`config.mk`:
```
export PLATFORM = sky130hd
export DESIGN_NAME = uart_tx_fifo
export DESIGN_NICKNAME = d
export VERILOG_FILES = /design/src/rtl/uart_pkg.sv /design/src/rtl/sync_fifo.sv /design/src/rtl/uart_tx_fifo.sv
export SDC_FILE = /design/constraint.sdc
export NUM_CORES = 1
export LEC_CHECK = 0
export ABC_AREA = 1
export BUFFER_PORTS_ARGS = -buffer_cell sky130_fd_sc_hd__buf_2
export CAP_MARGIN = 30
export CORE_MARGIN = 2
export CORE_UTILIZATION = 55
export DETAILED_ROUTE_END_ITERATION = 10
export GPL_ROUTABILITY_DRIVEN = 0
export PLACE_DENSITY = 0.74
export SLEW_MARGIN = 20
export SYNTH_ARGS = -nofsm -noshare
export SYNTH_HDL_FRONTEND = slang
export SYNTH_SLANG_ARGS = --single-unit
```
`constraint.sdc`:
```
create_clock -name clk -period 2.6 [get_ports clk]
set_input_delay 0.52 -clock clk [delete_from_list [all_inputs] [get_ports clk]]
set_output_delay 0.52 -clock clk [all_outputs]
set_load 0.01 [all_outputs]
```
`src/rtl/uart_pkg.sv`:
```
// Shared types and constants for the UART transmit buffer and its launch sequencer.
package uart_pkg;

    localparam int UART_BYTE_W  = 8;
    localparam int BUSY_TIMEOUT = 2;

    typedef enum logic [1:0] {
        IDLE      = 2'd0,
        LAUNCH    = 2'd1,
        WAIT_BUSY = 2'd2,
        WAIT_DONE = 2'd3
    } tx_state_e;

endpackage

```
`src/rtl/sync_fifo.sv`:
```
// Single-clock circular byte FIFO with registered count/full/empty and a sticky overflow flag.
module sync_fifo
    import uart_pkg::*;
#(
    parameter int DEPTH  = 16,
    parameter int ADDR_W = 4,
    parameter int DATA_W = UART_BYTE_W
) (
    input  logic              clk,
    input  logic              rst,
    input  logic              push,
    input  logic [DATA_W-1:0] push_data,
    input  logic              pop,
    output logic [DATA_W-1:0] pop_data,
    input  logic              clr_ovf,
    output logic              full,
    output logic              empty,
    output logic [ADDR_W:0]   count,
    output logic              overflow
);

    localparam logic [ADDR_W:0]   DEPTH_C = (ADDR_W+1)'(DEPTH);
    localparam logic [ADDR_W:0]   CNT_ONE = (ADDR_W+1)'(1);
    localparam logic [ADDR_W-1:0] PTR_ONE = ADDR_W'(1);

    logic [DATA_W-1:0] mem_q [DEPTH];
    logic [ADDR_W-1:0] wr_ptr_q, wr_ptr_d;
    logic [ADDR_W-1:0] rd_ptr_q, rd_ptr_d;
    logic [ADDR_W:0]   count_q, count_d;
    logic              full_q, full_d;
    logic              empty_q, empty_d;
    logic              ovf_q, ovf_d;
    logic              push_ok;
    logic              pop_ok;

    // A pop at the same edge frees the slot, so a push while full is still accepted.
    assign pop_ok  = pop & ~empty_q;
    assign push_ok = push & (~full_q | pop_ok);

    always_comb begin
        wr_ptr_d = wr_ptr_q;
        rd_ptr_d = rd_ptr_q;
        count_d  = count_q;
        ovf_d    = ovf_q;
        if (push_ok) begin
            wr_ptr_d = wr_ptr_q + PTR_ONE;
        end
        if (pop_ok) begin
            rd_ptr_d = rd_ptr_q + PTR_ONE;
        end
        case ({push_ok, pop_ok})
            2'b10:   count_d = count_q + CNT_ONE;
            2'b01:   count_d = count_q - CNT_ONE;
            default: count_d = count_q;
        endcase
        if (push && !push_ok) begin
            ovf_d = 1'b1;
        end else if (clr_ovf) begin
            ovf_d = 1'b0;
        end
        full_d  = (count_d == DEPTH_C);
        empty_d = (count_d == '0);
    end

    always_ff @(posedge clk) begin
        if (rst) begin
            wr_ptr_q <= '0;
            rd_ptr_q <= '0;
            count_q  <= '0;
            full_q   <= 1'b0;
            empty_q  <= 1'b1;
            ovf_q    <= 1'b0;
        end else begin
            wr_ptr_q <= wr_ptr_d;
            rd_ptr_q <= rd_ptr_d;
            count_q  <= count_d;
            full_q   <= full_d;
            empty_q  <= empty_d;
            ovf_q    <= ovf_d;
        end
    end

    always_ff @(posedge clk) begin
        if (push_ok) begin
            mem_q[wr_ptr_q] <= push_data;
        end
    end

    assign pop_data = mem_q[rd_ptr_q];
    assign full     = full_q;
    assign empty    = empty_q;
    assign count    = count_q;
    assign overflow = ovf_q;

endmodule

```
`src/rtl/uart_tx_fifo.sv`:
```
// Byte buffer plus launch sequencer feeding the UART transmitter DATA/EN, paced by its STATUS.
//
//   state     | meaning
//   ----------+-----------------------------------------------------------
//   IDLE      | waiting for a queued byte and an idle transmitter
//   LAUNCH    | tx_en high for this single cycle
//   WAIT_BUSY | waiting for STATUS to drop; gives up after BUSY_TIMEOUT cycles
//   WAIT_DONE | frame in progress; waiting for STATUS to return to idle
module uart_tx_fifo
    import uart_pkg::*;
#(
    parameter int DEPTH  = 16,
    parameter int ADDR_W = 4
) (
    input  logic                   clk,
    input  logic                   rst,
    input  logic                   wr_en,
    input  logic [UART_BYTE_W-1:0] wr_data,
    output logic                   full,
    output logic                   empty,
    output logic [ADDR_W:0]        count,
    output logic                   overflow,
    input  logic                   clr_ovf,
    output logic [UART_BYTE_W-1:0] tx_data,
    output logic                   tx_en,
    input  logic                   tx_status
);

    localparam logic [1:0] TMR_LOAD = 2'(BUSY_TIMEOUT - 1);

    tx_state_e              state_q, state_d;
    logic [1:0]             tmr_q, tmr_d;
    logic [UART_BYTE_W-1:0] tx_data_q, tx_data_d;
    logic                   tx_en_q;
    logic                   fifo_pop;
    logic [UART_BYTE_W-1:0] fifo_rdata;
    logic                   fifo_empty;

    sync_fifo #(
        .DEPTH  (DEPTH),
        .ADDR_W (ADDR_W),
        .DATA_W (UART_BYTE_W)
    ) u_fifo (
        .clk       (clk),
        .rst       (rst),
        .push      (wr_en),
        .push_data (wr_data),
        .pop       (fifo_pop),
        .pop_data  (fifo_rdata),
        .clr_ovf   (clr_ovf),
        .full      (full),
        .empty     (fifo_empty),
        .count     (count),
        .overflow  (overflow)
    );

    always_comb begin
        state_d   = state_q;
        tmr_d     = tmr_q;
        tx_data_d = tx_data_q;
        fifo_pop  = 1'b0;
        case (state_q)
            IDLE: begin
                if (!fifo_empty && tx_status) begin
                    fifo_pop  = 1'b1;
                    tx_data_d = fifo_rdata;
                    state_d   = LAUNCH;
                end
            end
            LAUNCH: begin
                tmr_d   = TMR_LOAD;
                state_d = WAIT_BUSY;
            end
            WAIT_BUSY: begin
                // A transmitter that never goes busy missed EN; the byte is dropped.
                if (!tx_status) begin
                    state_d = WAIT_DONE;
                end else if (tmr_q == 2'd0) begin
                    state_d = IDLE;
                end else begin
                    tmr_d = tmr_q - 2'd1;
                end
            end
            WAIT_DONE: begin
                if (tx_status) begin
                    state_d = IDLE;
                end
            end
            default: state_d = IDLE;
        endcase
    end

    // tx_en comes straight from a flop so the transmitter never sees decode glitches.
    always_ff @(posedge clk) begin
        if (rst) begin
            state_q   <= IDLE;
            tmr_q     <= '0;
            tx_data_q <= '0;
            tx_en_q   <= 1'b0;
        end else begin
            state_q   <= state_d;
            tmr_q     <= tmr_d;
            tx_data_q <= tx_data_d;
            tx_en_q   <= (state_d == LAUNCH);
        end
    end

    assign empty   = fifo_empty;
    assign tx_data = tx_data_q;
    assign tx_en   = tx_en_q;

endmodule

```
==> metrics.md <==
| Metric | Value |
|---|---|
| Outcome | finished clean |
| Total clock sinks | about 160 |
| CTS tree | built |
| Mapped Nets | between 700 and 800 |
| First-pass DRT Iterations | 5 |
| ANT cells | 0 |
| Syn Std Cell Area | 6870 um2 |
| Crit path launch | u_fifo.empty |
| Nets | between 700 and 800 |
| Antenna violations before repair | 0 |
| Ys async rst share | 0 |
| Worst VDD drop | approximately 0.6 mV |
| Number of flops mapped to enable cells by yosys | approximately 130 |
| Post-synthesis mux area share | 0 |
| Area Overhead vs Synth | 13.2% |
| Pwr per Cell Area | 848 nW/um2 |
| Endpoints failing setup | 0 |
| Min-delay src | clr_ovf |
| Post-synthesis simple-gate area fraction | 0.231 |
| Placed cell count | 900 |
| Sequential share of the synthesized area | 0.644 |
| CP required | 2.95 ns |
| CP max FO | 10 |
| Die Y-Extent | 116 um |
| Flops & latches, synth | about 160 |
| Max Fclk | about 440 MHz |
| Hold buffer count at CTS | 0 |
| Port Buf Inserts | 29 |
| Final worst-path cycle share | 0.876 |
| # Max-Cap Violations | 0 |
| Top-count cell post-synth | nand2_1 |
| Clock skew | ~0.011 ns |
| Syn. warnings | 0 |
| Mapped Cells | slightly above 700 |
| Most common flop cell mapped by yosys | edfxtp_1 |
| Largest family of logic cells by synthesized area | simple AND/OR/NAND/NOR gates |
| DR vias | between 4k and 5k |
| Fill cell count | around 980 |
| Total congestion overflow | 0 |
| Cell taking the most area after synthesis | edfxtp_1 |
| DP HPWL | roughly 9400 um |
| Drt wl/cell | between 15 and 20 um |
| CTS H-tree depth | 4 |
| DP Area | about 7200 um2 |
| Post-CTS Setup Bufs | 0 |
| Core region area | approximately 12000 um2 |
| Width of the chip | roughly 120 um |
| CP endpoint | u_fifo.full |
| Hold Path Class | primary input to register |
| Top cells by count, synth | 233 x nand2_1, 128 x edfxtp_1, 96 x nand3_1 |
| Crit. End Element | register |
| Crit Reg-Reg Endpoint | u_fifo.full |
| Syn Area/Cell | around 9.7 um2 |
| Final slew viol count | 0 |
| Share of cells above drive strength 1 | 0.126 |
| Vias in the first global route | around 4.8k |
| Compound-Gate Fraction of Synth Area | 0.0182 |
| Post-CTS sizing | 0 |
| Slew margin rel. | 0.521 |
| Wirelength, routed | about 15000 um |
| First-pass GRT wire length | 24100 um |
| Fin. Hold Viols | 0 |
| Slew @ Worst Pin | a little over 0.7 ns |
| Post-DR vias/cell | between 5 and 6 |
| Setup Crit Path Kind | register to register |
| Post-route ant nets | 0 |
| Initial core utilization | 0.567 |
| Pin count of the biggest net entering global routing | 67 |
| Post-Synth XOR/XNOR Area | 0.00382 |
| Hold slack | roughly 0.36 ns |
| Crit path time final | between 2 and 2.5 ns |
| Worst skew pair latency | between 0.4 and 0.5 ns |
| Setup TNS | 0 ns |
| Cell area after layout | just under 8000 um2 |
| IO Pins | 30 |
| Fin cells | between 900 and 1k |
| Synth top area share | 0.559 |
| Clock buffer depth | 2 |
| Cell variety after synth | 27 |
| Worst-path clk slew | approximately 0.060 ns |
| TritonCTS Buffers | 17 |
| CP Launch Type | register |
| Residual DRC | 0 |
| Clock root buffer | clkbuf_16 |
| Leak Pwr | ~0.0034 uW |
| R2r worst-path depth | 13 |
| FP Rows | 40 |
| Synth area leaders | edfxtp_1 56%, nand2_1 13%, dfxtp_1 8.4% |
| Global Route Usage Sum | 0.244 |
| Register area | 4430 um2 |
| Area of the multi-input gates | ~1900 um2 |
| Worst Path Arrival | ~2.6 ns |
| Die ar. | ~13000 um2 |
| Post-Synth Adder-Cell Area | 0.0211 |
| DRT iter0 DRCs | approximately 410 |
| FF-to-FF Start | u_fifo.empty |
| RSZ-0062 raised after global routing | no |
| Reg-to-reg setup timing slack | 0.32 ns |
## report_power, final
part	switching [uW]	total (uW)	internal, uW
combinational	959	1390	434
sequential	84.6	2930	2850
clock	945	2270	1330
total	1990	6600	4610
## cell families after synthesis
logic type | Yosys count
xor+xnor | 3
fa+ha+maj | 11
simple gates | 383
buf+inv | 129
compound gates | 25
flops | 157
## state kept, by name, indices dropped and copies added, names as in the netlist
signal,cells
u_fifo.wr_ptr_q,4
u_fifo.mem_q,128
u_fifo.count,5
tx_data,8
tx_en,1
state_q,2
u_fifo.empty,1
tmr_q,2
u_fifo.full,1
u_fifo.rd_ptr_q,4
u_fifo.overflow,1
## worst min-delay path by stage
stage | endpoint | slack [ns] | cells after the start
floorplan | u_fifo.wr_ptr_q[3] | 0.47 | 2
global placement | u_fifo.overflow | 0.45 | 2
detailed placement | u_fifo.overflow | 0.46 | 2
CTS | u_fifo.overflow | 0.35 | 4
global route | u_fifo.overflow | 0.36 | 4
finish | u_fifo.overflow | 0.36 | 4
## cell usage in the layout (no fill, tap or decap), drive strengths merged, types with 10 or more instances in the layout
cell / count
edfxtp: 128
nand2: 234
o21ai: 13
inv: 101
clkbuf: 23
buf: 52
nor2: 49
nand3: 97
ha: 10
a21oi: 12
dfxtp: 29
## per-layer routing
layer | wire, um | global-route usage | up-vias
li1 | - | - | 2371
met1 | 6380 | 0.308 | 2322
met2 | 7720 | 0.417 | 183
met3 | 761 | 0.0502 | 25
met4 | 282 | 0.0921 | 0
met5 | 0 | 0 | -
## metrics by stage
step                utilization  worst slack (ns)  total power, uW
global placement          0.597             0.223             4300
floorplan                     -             0.227             3980
CTS                       0.642             0.332             6610
detailed placement        0.597            0.0922             4350
finish                    0.642             0.324             6600
global route              0.642            0.0743             6900
## critical path: stages (launching register included)
cell	delay, ns
dfxtp_1	0.33
nor2_2	0.15
nand3_4	0.14
inv_2	0.09
ha_1	0.28
inv_1	0.09
fa_1	0.42
nand2_1	0.12
clkinv_1	0.08
nor2_1	0.10
o21ai_1	0.09
nor2_1	0.11
nand3_1	0.10
nor2_1	0.13
## layout make-up
cell class              count  share of cell area
inverters                 101              0.0489
repair buffers             52              0.0425
flip-flops and latches    157               0.569
multi-input cells         422               0.242
clock inverters             9             0.00772
clock buffers              23              0.0629
well taps                 168              0.0270
Note: power is estimated with default switching activity, not from simulation.
